--- src/rtl/chess_kbd_pkg.sv ---
// rtl/chess_kbd_pkg.sv - scan-code constants, state enums and coordinate decode for keyboard move entry
package chess_kbd_pkg;

    localparam logic [7:0] SC_A     = 8'h1C;
    localparam logic [7:0] SC_B     = 8'h32;
    localparam logic [7:0] SC_C     = 8'h21;
    localparam logic [7:0] SC_D     = 8'h23;
    localparam logic [7:0] SC_E     = 8'h24;
    localparam logic [7:0] SC_F     = 8'h2B;
    localparam logic [7:0] SC_G     = 8'h34;
    localparam logic [7:0] SC_H     = 8'h33;
    localparam logic [7:0] SC_1     = 8'h16;
    localparam logic [7:0] SC_2     = 8'h1E;
    localparam logic [7:0] SC_3     = 8'h26;
    localparam logic [7:0] SC_4     = 8'h25;
    localparam logic [7:0] SC_5     = 8'h2E;
    localparam logic [7:0] SC_6     = 8'h36;
    localparam logic [7:0] SC_7     = 8'h3D;
    localparam logic [7:0] SC_8     = 8'h3E;
    localparam logic [7:0] SC_BREAK = 8'hF0;
    localparam logic [7:0] SC_EXT   = 8'hE0;
    localparam logic [7:0] SC_BKSP  = 8'h66;
    localparam logic [7:0] SC_ESC   = 8'h76;
    localparam logic [7:0] SC_LEFT  = 8'h6B;
    localparam logic [7:0] SC_RIGHT = 8'h74;

    typedef enum logic [1:0] {
        PFX_NORMAL,
        PFX_BREAK,
        PFX_EXT,
        PFX_EXT_BREAK
    } pfx_state_t;

    typedef enum logic {
        ENT_COLLECT,
        ENT_PEND
    } ent_state_t;

    // Returns {is_letter, is_digit, val[2:0]}; both flags clear for any other code.
    function automatic logic [4:0] scan_to_coord(input logic [7:0] code);
        case (code)
            SC_A:    return {2'b10, 3'd0};
            SC_B:    return {2'b10, 3'd1};
            SC_C:    return {2'b10, 3'd2};
            SC_D:    return {2'b10, 3'd3};
            SC_E:    return {2'b10, 3'd4};
            SC_F:    return {2'b10, 3'd5};
            SC_G:    return {2'b10, 3'd6};
            SC_H:    return {2'b10, 3'd7};
            SC_1:    return {2'b01, 3'd0};
            SC_2:    return {2'b01, 3'd1};
            SC_3:    return {2'b01, 3'd2};
            SC_4:    return {2'b01, 3'd3};
            SC_5:    return {2'b01, 3'd4};
            SC_6:    return {2'b01, 3'd5};
            SC_7:    return {2'b01, 3'd6};
            SC_8:    return {2'b01, 3'd7};
            default: return 5'b00000;
        endcase
    endfunction

endpackage

--- src/rtl/ps2_prefix_filter.sv ---
// rtl/ps2_prefix_filter.sv - strips break/extended prefixes, emits registered one-cycle make codes
module ps2_prefix_filter
    import chess_kbd_pkg::*;
(
    input  logic       clock,
    input  logic       resetn,
    input  logic [7:0] i_key_data,
    input  logic       i_key_pressed,
    output logic       o_make_valid,
    output logic       o_make_ext,
    output logic [7:0] o_make_code
);

    pfx_state_t r_state;
    pfx_state_t w_state_next;
    logic       r_make_valid;
    logic       r_make_ext;
    logic [7:0] r_make_code;
    logic       w_make_valid;
    logic       w_make_ext;

    always_ff @(posedge clock or negedge resetn) begin
        if (!resetn) begin
            r_state      <= PFX_NORMAL;
            r_make_valid <= 1'b0;
            r_make_ext   <= 1'b0;
            r_make_code  <= 8'h00;
        end else begin
            r_state      <= w_state_next;
            r_make_valid <= w_make_valid;
            r_make_ext   <= w_make_ext;
            if (i_key_pressed)
                r_make_code <= i_key_data;
        end
    end

    always_comb begin
        w_state_next = r_state;
        if (i_key_pressed) begin
            case (r_state)
                PFX_NORMAL: begin
                    if (i_key_data == SC_BREAK)
                        w_state_next = PFX_BREAK;
                    else if (i_key_data == SC_EXT)
                        w_state_next = PFX_EXT;
                end
                PFX_EXT: begin
                    if (i_key_data == SC_BREAK)
                        w_state_next = PFX_EXT_BREAK;
                    else
                        w_state_next = PFX_NORMAL;
                end
                default: w_state_next = PFX_NORMAL;
            endcase
        end
    end

    always_comb begin
        w_make_valid = 1'b0;
        w_make_ext   = 1'b0;
        if (i_key_pressed) begin
            if (r_state == PFX_NORMAL && i_key_data != SC_BREAK && i_key_data != SC_EXT) begin
                w_make_valid = 1'b1;
            end else if (r_state == PFX_EXT && i_key_data != SC_BREAK) begin
                w_make_valid = 1'b1;
                w_make_ext   = 1'b1;
            end
        end
    end

    assign o_make_valid = r_make_valid;
    assign o_make_ext   = r_make_ext;
    assign o_make_code  = r_make_code;

endmodule

--- src/rtl/ps2_move_entry.sv ---
// rtl/ps2_move_entry.sv - assembles file/rank key pairs into slots and writes each square with a ready handshake
module ps2_move_entry
    import chess_kbd_pkg::*;
#(
    parameter int NUM_SLOTS = 2,
    parameter int ADDR_BASE = 64,
    parameter int ADDR_W    = 12,
    parameter int DATA_W    = 32,
    localparam int SW       = (NUM_SLOTS > 1) ? $clog2(NUM_SLOTS) : 1
) (
    input  logic              clock,
    input  logic              resetn,
    input  logic [7:0]        ps2_key_data,
    input  logic              ps2_key_pressed,
    input  logic              keyboard_ready,
    output logic              keyboard_we,
    output logic [ADDR_W-1:0] keyboard_write_address,
    output logic [DATA_W-1:0] keyboard_write_data,
    output logic [SW-1:0]     active_slot,
    output logic [1:0]        partial
);

    // Slot storage is padded to a power of two so the slot index always fits the arrays exactly.
    localparam int            NS   = 1 << SW;
    localparam logic [SW-1:0] LAST = SW'(NUM_SLOTS - 1);

    logic              w_make_valid;
    logic              w_make_ext;
    logic [7:0]        w_make_code;

    ent_state_t        r_state;
    ent_state_t        w_state_next;
    logic [SW-1:0]     r_slot;
    logic [SW-1:0]     w_slot_next;
    logic [SW-1:0]     w_slot_prev;
    logic [2:0]        r_file [NS];
    logic [2:0]        r_rank [NS];
    logic [NS-1:0]     r_fv;
    logic [NS-1:0]     r_rv;
    logic [ADDR_W-1:0] r_addr;
    logic [DATA_W-1:0] r_data;

    logic [4:0]        w_coord;
    logic              w_is_letter;
    logic              w_is_digit;
    logic [2:0]        w_val;
    logic              w_key;
    logic              w_esc;
    logic              w_cur_fv;
    logic              w_cur_rv;
    logic              w_complete;
    logic [2:0]        w_sq_file;
    logic [2:0]        w_sq_rank;

    ps2_prefix_filter u_filter (
        .clock         (clock),
        .resetn        (resetn),
        .i_key_data    (ps2_key_data),
        .i_key_pressed (ps2_key_pressed),
        .o_make_valid  (w_make_valid),
        .o_make_ext    (w_make_ext),
        .o_make_code   (w_make_code)
    );

    assign w_coord     = scan_to_coord(w_make_code);
    assign w_is_letter = w_coord[4];
    assign w_is_digit  = w_coord[3];
    assign w_val       = w_coord[2:0];
    assign w_key       = w_make_valid & ~w_make_ext;
    assign w_esc       = w_key && (w_make_code == SC_ESC);
    assign w_cur_fv    = r_fv[r_slot];
    assign w_cur_rv    = r_rv[r_slot];
    assign w_complete  = (r_state == ENT_COLLECT) && w_key &&
                         ((w_is_letter && w_cur_rv) || (w_is_digit && w_cur_fv));
    assign w_sq_file   = w_is_letter ? w_val : r_file[r_slot];
    assign w_sq_rank   = w_is_digit  ? w_val : r_rank[r_slot];
    assign w_slot_next = (r_slot == LAST) ? '0 : r_slot + SW'(1);
    assign w_slot_prev = (r_slot == '0) ? LAST : r_slot - SW'(1);

    always_ff @(posedge clock or negedge resetn) begin
        if (!resetn)
            r_state <= ENT_COLLECT;
        else
            r_state <= w_state_next;
    end

    // Esc takes priority over a same-cycle ready, so a pending write is dropped rather than retired.
    always_comb begin
        w_state_next = r_state;
        case (r_state)
            ENT_COLLECT: if (w_complete) w_state_next = ENT_PEND;
            ENT_PEND:    if (w_esc || keyboard_ready) w_state_next = ENT_COLLECT;
            default:     w_state_next = ENT_COLLECT;
        endcase
    end

    always_comb begin
        keyboard_we = (r_state == ENT_PEND);
    end

    always_ff @(posedge clock or negedge resetn) begin
        if (!resetn) begin
            r_slot <= '0;
            r_fv   <= '0;
            r_rv   <= '0;
            r_addr <= ADDR_W'(ADDR_BASE);
            r_data <= '0;
            for (int i = 0; i < NS; i++) begin
                r_file[i] <= 3'd0;
                r_rank[i] <= 3'd0;
            end
        end else if (w_esc) begin
            r_slot <= '0;
            r_fv   <= '0;
            r_rv   <= '0;
        end else if (r_state == ENT_PEND) begin
            if (keyboard_ready)
                r_slot <= w_slot_next;
        end else if (w_complete) begin
            r_data       <= DATA_W'({(r_slot == LAST), w_sq_rank, w_sq_file});
            r_addr       <= ADDR_W'(ADDR_BASE) + ADDR_W'(r_slot);
            r_fv[r_slot] <= 1'b0;
            r_rv[r_slot] <= 1'b0;
        end else if (w_key) begin
            if (w_is_letter) begin
                r_file[r_slot] <= w_val;
                r_fv[r_slot]   <= 1'b1;
            end else if (w_is_digit) begin
                r_rank[r_slot] <= w_val;
                r_rv[r_slot]   <= 1'b1;
            end else if (w_make_code == SC_BKSP) begin
                // At most one coordinate is ever held, so it is the most recent one.
                if (w_cur_fv)
                    r_fv[r_slot] <= 1'b0;
                else if (w_cur_rv)
                    r_rv[r_slot] <= 1'b0;
                else if (r_slot != '0)
                    r_slot <= r_slot - SW'(1);
            end
        end else if (w_make_valid && w_make_ext) begin
            if (w_make_code == SC_LEFT) begin
                r_slot            <= w_slot_prev;
                r_fv[w_slot_prev] <= 1'b0;
                r_rv[w_slot_prev] <= 1'b0;
            end else if (w_make_code == SC_RIGHT) begin
                r_slot            <= w_slot_next;
                r_fv[w_slot_next] <= 1'b0;
                r_rv[w_slot_next] <= 1'b0;
            end
        end
    end

    assign keyboard_write_address = r_addr;
    assign keyboard_write_data    = r_data;
    assign active_slot            = r_slot;
    assign partial                = {w_cur_rv, w_cur_fv};

endmodule

--- config.mk ---
export PLATFORM = sky130hd
export DESIGN_NAME = ps2_move_entry
export DESIGN_NICKNAME = d
export VERILOG_FILES = /design/src/rtl/chess_kbd_pkg.sv /design/src/rtl/ps2_prefix_filter.sv /design/src/rtl/ps2_move_entry.sv
export SDC_FILE = /design/constraint.sdc
export NUM_CORES = 1
export LEC_CHECK = 0
export CORE_MARGIN = 2
export CORE_UTILIZATION = 50
export DETAILED_ROUTE_END_ITERATION = 16
export PLACE_DENSITY = 0.81
export SYNTH_ARGS = -nofsm -noshare
export SYNTH_HDL_FRONTEND = slang
export SYNTH_SLANG_ARGS = --single-unit
--- constraint.sdc ---
create_clock -name clock -period 2.43 [get_ports clock]
set_input_delay 0.486 -clock clock [delete_from_list [all_inputs] [get_ports clock]]
set_output_delay 0.486 -clock clock [all_outputs]
set_load 0.05 [all_outputs]
* After elaboration in Yosys (flattened, before gate mapping)
Memories as Yosys holds them, arrays and structs flattened. Cells that the tools add are included.
Storage, ports and cells: bits in registers 49, ROM bits 320, bits of input ports 12, output and inout bits 48, word-level logic and storage cells 171, memories 1
Memory list:
- (name not given) | words 64, width 5, rd ports 1, clocked after Yosys merged registers in 0, wr ports 0, line chess_kbd_pkg.sv:41 | case (code)
Cells by class: add/sub/neg operators 3, magnitude comparators 8, equality and inequality tests 25, mux-type cells 74, bitwise gates (word level) 18, reductions and logical operators 28
Operators with widths (count):
- two-way mux 2 bit | 26
- == test 8 x 7 -> 1 bit, second input constant | 4
- two-way mux 1 bit | 30
- two-way mux 3 bit | 9
- inequality test 5 x 2 -> 1 bit, second input constant | 4
- == test 8 bit, second input constant | 2
- inequality test 8 bit, second input constant | 2
- logical AND 1 bit | 13
- AND 2 bit | 6
- bitwise mux 6 bit | 2
- AND reduction 6 bit | 2
- nonzero test 5 bit | 2
- AND reduction 9 bit | 1
- adder 7 x 1 -> 8 bit, first input constant | 1
- inequality test 4 x 2 -> 1 bit, second input constant | 2
- inequality test 4 x 3 -> 1 bit, second input constant | 2
- inequality test 4 bit, second input constant | 2
- nonzero test 4 bit | 2
- AND reduction 7 bit | 1
- < comparator 1 x 2 -> 1 bit, second input constant | 3
- inverter 2 bit | 3
- two-way mux 5 bit | 1
- inequality test 5 x 3 -> 1 bit, second input constant | 1
- inequality test 5 x 4 -> 1 bit, second input constant | 1
- 23 further kinds | 34

* Depth between registers and ports, before layout
depth after elaboration 15, depth in mapped cells 10, mapped depth without buffers 8

* Cells and area by module
A second synthesis with hierarchy kept.
Unflattened totals: cells, all modules 283, area total of the unflattened synthesis 2757.6 um^2
Modules (own cells, without submodules):
- ps2_move_entry | instances 1, cells each 247, area each 2257.2 um^2, sequential area each 625.6 um^2
- ps2_prefix_filter | instances 1, cells each 36, area each 500.5 um^2, sequential area each 300.3 um^2

* Worst setup path before layout
OpenSTA, ideal clock, no wires.
path type register to register, start register r_slot, in the netlist active_slot, end register r_file[3] in the netlist's numbering, setup time 0.127 ns, arrival 2.122 ns, data required time 2.303 ns, setup slack 0.181 ns, cell stages (with the launch flop) 7, path buffers 1, period minus slack after synthesis 2.249 ns, cell sequence dfrtp_1 -> buf_6 -> mux2_4 -> and2_4 -> a2111oi_4 -> nand2_2 -> mux2_1
Between the ends: word-level cells in the longest chain between the ends 7, elaborated cells between the ends (all ways) 17, those cells by class order compare: 2; mux: 7; bitwise: 2; reduce/logical: 6
Ends and longest elaborated chain:
- from (decl) | line ps2_move_entry.sv:33 | logic [SW-1:0] r_slot;
- from (signal assigned) | line ps2_move_entry.sv:118 | r_slot <= w_slot_next;
- from (signal assigned) | line ps2_move_entry.sv:138 | r_slot <= r_slot - SW'(1);
- from (signal assigned) | line ps2_move_entry.sv:142 | r_slot <= w_slot_prev;
- two-way mux 1 bit (implied by the code) (2 in series) | line ps2_move_entry.sv:72 | assign w_cur_rv = r_rv[r_slot];
- net w_cur_rv | line ps2_move_entry.sv:50 | logic w_cur_rv;
- logical AND 1 bit | line ps2_move_entry.sv:74 | ((w_is_letter && w_cur_rv) || (w_is_digit && w_cur_fv));
- logical OR 1 bit | line ps2_move_entry.sv:74
- logical AND 1 bit | line ps2_move_entry.sv:73 | assign w_complete = (r_state == ENT_COLLECT) && w_key &&
- inverter 1 bit (no line)
- AND reduction 5 bit (no line)
- to (signal, indexed assignment) | line ps2_move_entry.sv:126 | r_file[r_slot] <= w_val;
- to (decl) | line ps2_move_entry.sv:36 | logic [2:0] r_file [NS];
The timed path passes the listed nets, and every way through them passes these cells. The select of a mux whose other input is x is not followed. A chain may end at the register's enable or synchronous reset.

* Final worst setup path
start register u_filter.r_make_code[1], in the netlist u_filter.o_make_code[1], end register r_file[2] in the netlist's numbering
Between the ends: word-level cells in the longest chain between the ends 7, elaborated cells between the ends (all ways) 12, those cells by class eq/ne: 1; mux: 2; bitwise: 2; reduce/logical: 6; memory: 1
Ends and longest elaborated chain:
- from (decl) | line ps2_prefix_filter.sv:18 | logic [7:0] r_make_code;
- from (signal assigned) | line ps2_prefix_filter.sv:33 | r_make_code <= i_key_data;
- memory (64 x 5 bit)
- two-way mux 5 bit | line chess_kbd_pkg.sv:41
- logical AND 1 bit | line ps2_move_entry.sv:74
- logical OR 1 bit | line ps2_move_entry.sv:74
- logical AND 1 bit | line ps2_move_entry.sv:73
- inverter 1 bit (no line)
- AND reduction 5 bit (no line)
Several ways; a longest one is shown, not always the timed one.

==> flow_summary.ini <==
[clock_network]
cts.sinks = 37
clkTransAtPathRegs_ps = 70
cts_inserted_buffers = 5
cts_root_buffer = clkbuf_8
cts-hold-fix-buffers = 0
cts_buffer_depth = 2
cts-htree-levels = 2
clkLatencyLatePin_ps = 300
cts_tree = done

[die]
num_io_pins = 60
die-area_mm2 = 0.00570
rows = 26
fp.coreArea_mm2 = 0.00501
die_y_um = 75.5
initial_core_util_pct = 51.0
die_x_um = 75.5

[synth]
avgSynthCellArea_um2 = 9.68
synth_seq_cells = 37
yosysSeqAreaShare_pct = 36.2
synth_ff_type = dfrtp_1
async_reset_ff_share_pct = 100
yosys_warnings = 0
synthDistinctLibCells = 54
synth_edf_count = 0
synth_cells = 264
syn_area_mm2 = 0.00255

[setup_path]
cp_cell_sequence = inv_1, ha_4, mux2_4, nand3_2, a21oi_4, a2111oi_4, nand2_2, mux2_1
cp_max_fo = 5
critPathKind = register to register
worstPathRequired_ps = 2600
worst_ep_arrival_time_ps = 2480
cp_slowest_stage_delay_ps = 410
crit_path_end_kind = register
critPathLaunchType = register
crit_slowest_cell = dfrtp_1

[grt]
grtUsageTotal_pct = 18.8
grt_max_degree = 38
grt-ovfl-total = 0
grt_pass1_vias = 1697
antenna_found_initial = 0
grt_pass1_wl_um = 8010

[worst_hold_path]
hold_class = register to register

[finish]
final_util_pct = 57.5
areaGrowthSynthToFinish_pct = 12.7
final_area_mm2 = 0.00288
drive_gt1_share_pct = 20.3
fin_nets = 306
n_fill_cell = 438
num_antenna_cells = 0

[status]
status = complete, no violations

[power_and_ir_drop]
powerDensity_mw_per_mm2 = 707
ir_drop_uv = 376
finalPower_mw = 2.04
leakagePower_nw = 1.30

[detailed_routing]
drc = 0
ant_nets = 0
vias = 1902
totalWireLength_um = 5170
vias_per_cell = 5.27
dr.first_iter.drc_count = 173
wl_per_cell_um = 14.3
drt_first_pass_iters = 4

[sta]
drv_slew = 0
fin_skew_ps = 9.48
finalSetupViolations = 0
hold_viol = 0
slew_headroom_pct = 56.1
worst_pin_slew_ps = 653
period_minus_slack_ps = 2310
final.period_utilization_pct = 95.0
max_freq_ghz = 0.433

[place]
gp_congestion = 0.964
dpl.hpwl_um = 3810
port_buffers = 23
dpl-instance-area_mm2 = 0.00271

[flow_run]
max_cap_violations = 0
-- state kept, by name (all words and copies together) (netlist names) --
name                    cells
u_filter.o_make_valid       1
u_filter.r_state            2
r_rv                        2
u_filter.o_make_code        8
keyboard_write_data         6
r_rank                      6
r_file                      6
active_slot                 1
keyboard_write_address      1
r_fv                        2
u_filter.o_make_ext         1
keyboard_we                 1
-- report_power, final --
group | switching (mW) | total [mW] | leakage (nW) | internal (mW)
logic | 0.510 | 0.800 | 0.758 | 0.290
registers | 0.0854 | 0.763 | 0.492 | 0.678
clock network | 0.216 | 0.472 | 0.0542 | 0.256
-- layout by cell type, fill, tap and decap left out, drive strengths merged, types with 4 or more instances in the layout --
cell,count
nand3,4
buf,17
mux2,24
nand2b,8
ha,4
a21oi,13
nand2,21
o21ai,19
mux2i,7
clkbuf,7
nor2,16
nor2b,5
conb,36
dfrtp,37
clkdlybuf4s50,20
inv,5
nor3,5
-- layout make-up --
class                   instances  area, um2  share of cell area, %
clock buffers                   7       96.3                   3.35
flip-flops and latches         37        926                   32.2
repair buffers                 37        353                   12.3
clock inverters                 1       5.00                  0.174
multi-input cells             204       1390                   48.4
inverters                       5       18.8                  0.652
well taps                      70       87.6                   3.04
-- path summary, 6_finish.rpt --
| kind | startpoint | slack, ps | cells after the start | endpoint |
|---|---|---|---|---|
| min in group asynchronous | resetn | 610 | 2 | u_filter.r_state[1]$_DFFE_PN0P_ |
| min reg2reg | keyboard_write_data[5]$_DFFE_PN0P_ | 480 | 2 | keyboard_write_data[5]$_DFFE_PN0P_ |
| max reg2reg | u_filter.o_make_code[1]$_DFFE_PN0P_ | 120 | 8 | r_file[2]$_DFFE_PN0P_ |
| max in group asynchronous | resetn | 1470 | 2 | keyboard_write_data[5]$_DFFE_PN0P_ |
| min | keyboard_write_data[5]$_DFFE_PN0P_ | 480 | 2 | keyboard_write_data[5]$_DFFE_PN0P_ |
| max | u_filter.o_make_code[1]$_DFFE_PN0P_ | 120 | 8 | r_file[2]$_DFFE_PN0P_ |
-- cell families after synthesis --
family	after synthesis	share of synthesized area, %
compound gates	56	15.8
buf+inv	58	16.0
flops	37	36.2
fa+ha+maj	4	1.96
mux	31	13.6
other cells	2	0.294
simple gates	76	16.1
-- routing by layer --
metal	GRT usage (%)	part of all wire, %	up-vias
met2	30.2	49	61
met4	7.60	1.8	0
met3	3.17	4.8	9
met5	0	0	-
li1	-	-	914
met1	25.4	44	918
-- repair_timing --
item / in CTS / in global routing
gates resized for setup: 1 / 5
gates cloned: 0 / 1
pin swaps: 1 / 4
endpoints found under the hold margin: 0 / 0
buffers inserted: 0 / 3
setup endpoints to repair: 1 / 11
-- per-stage QoR --
step / std cells / setup TNS [ps] / setup slack, ps / hold WS [ps]
after global placement: 349 / 0 / 112 / 469
after floorplan: 298 / 0 / 181 / 190
after detailed placement: 349 / 0 / 26.9 / 472
after global routing: 361 / -2.32 / -2.32 / 516
after CTS: 357 / 0 / 26.8 / 488
final: 361 / 0 / 122 / 485
-- Yosys cell counts, types with 3 or more instances --
| master | instances | area (um2) |
|---|---|---|
| nor3_1 | 5 | 25.0 |
| buf_2 | 6 | 30.0 |
| a21oi_1 | 11 | 55.1 |
| nand2_1 | 19 | 71.3 |
| dfrtp_1 | 37 | 926 |
| mux2_1 | 6 | 67.6 |
| o21ai_0 | 18 | 90.1 |
| nand2b_1 | 8 | 50.1 |
| mux2i_1 | 7 | 70.1 |
| a22o_1 | 3 | 26.3 |
| ha_1 | 4 | 50.1 |
| nor2_1 | 16 | 60.1 |
| inv_1 | 5 | 18.8 |
| buf_6 | 4 | 45.0 |
| mux2_2 | 16 | 180 |
| o211ai_1 | 3 | 22.5 |
| nand3_1 | 3 | 15.0 |
| nor2b_1 | 5 | 31.3 |
| buf_4 | 41 | 308 |
-- worst max-delay path, delay by kind of cell, from the launching register on --
kind	cells	cell delay [ps]
and+or+nand+nor	2	260
buffers and inverters	1	170
muxes	2	590
adders and majority gates	1	240
DFF	1	410
AOI/OAI and AO/OA	2	500
Note: power is estimated with default switching activity, not from simulation.
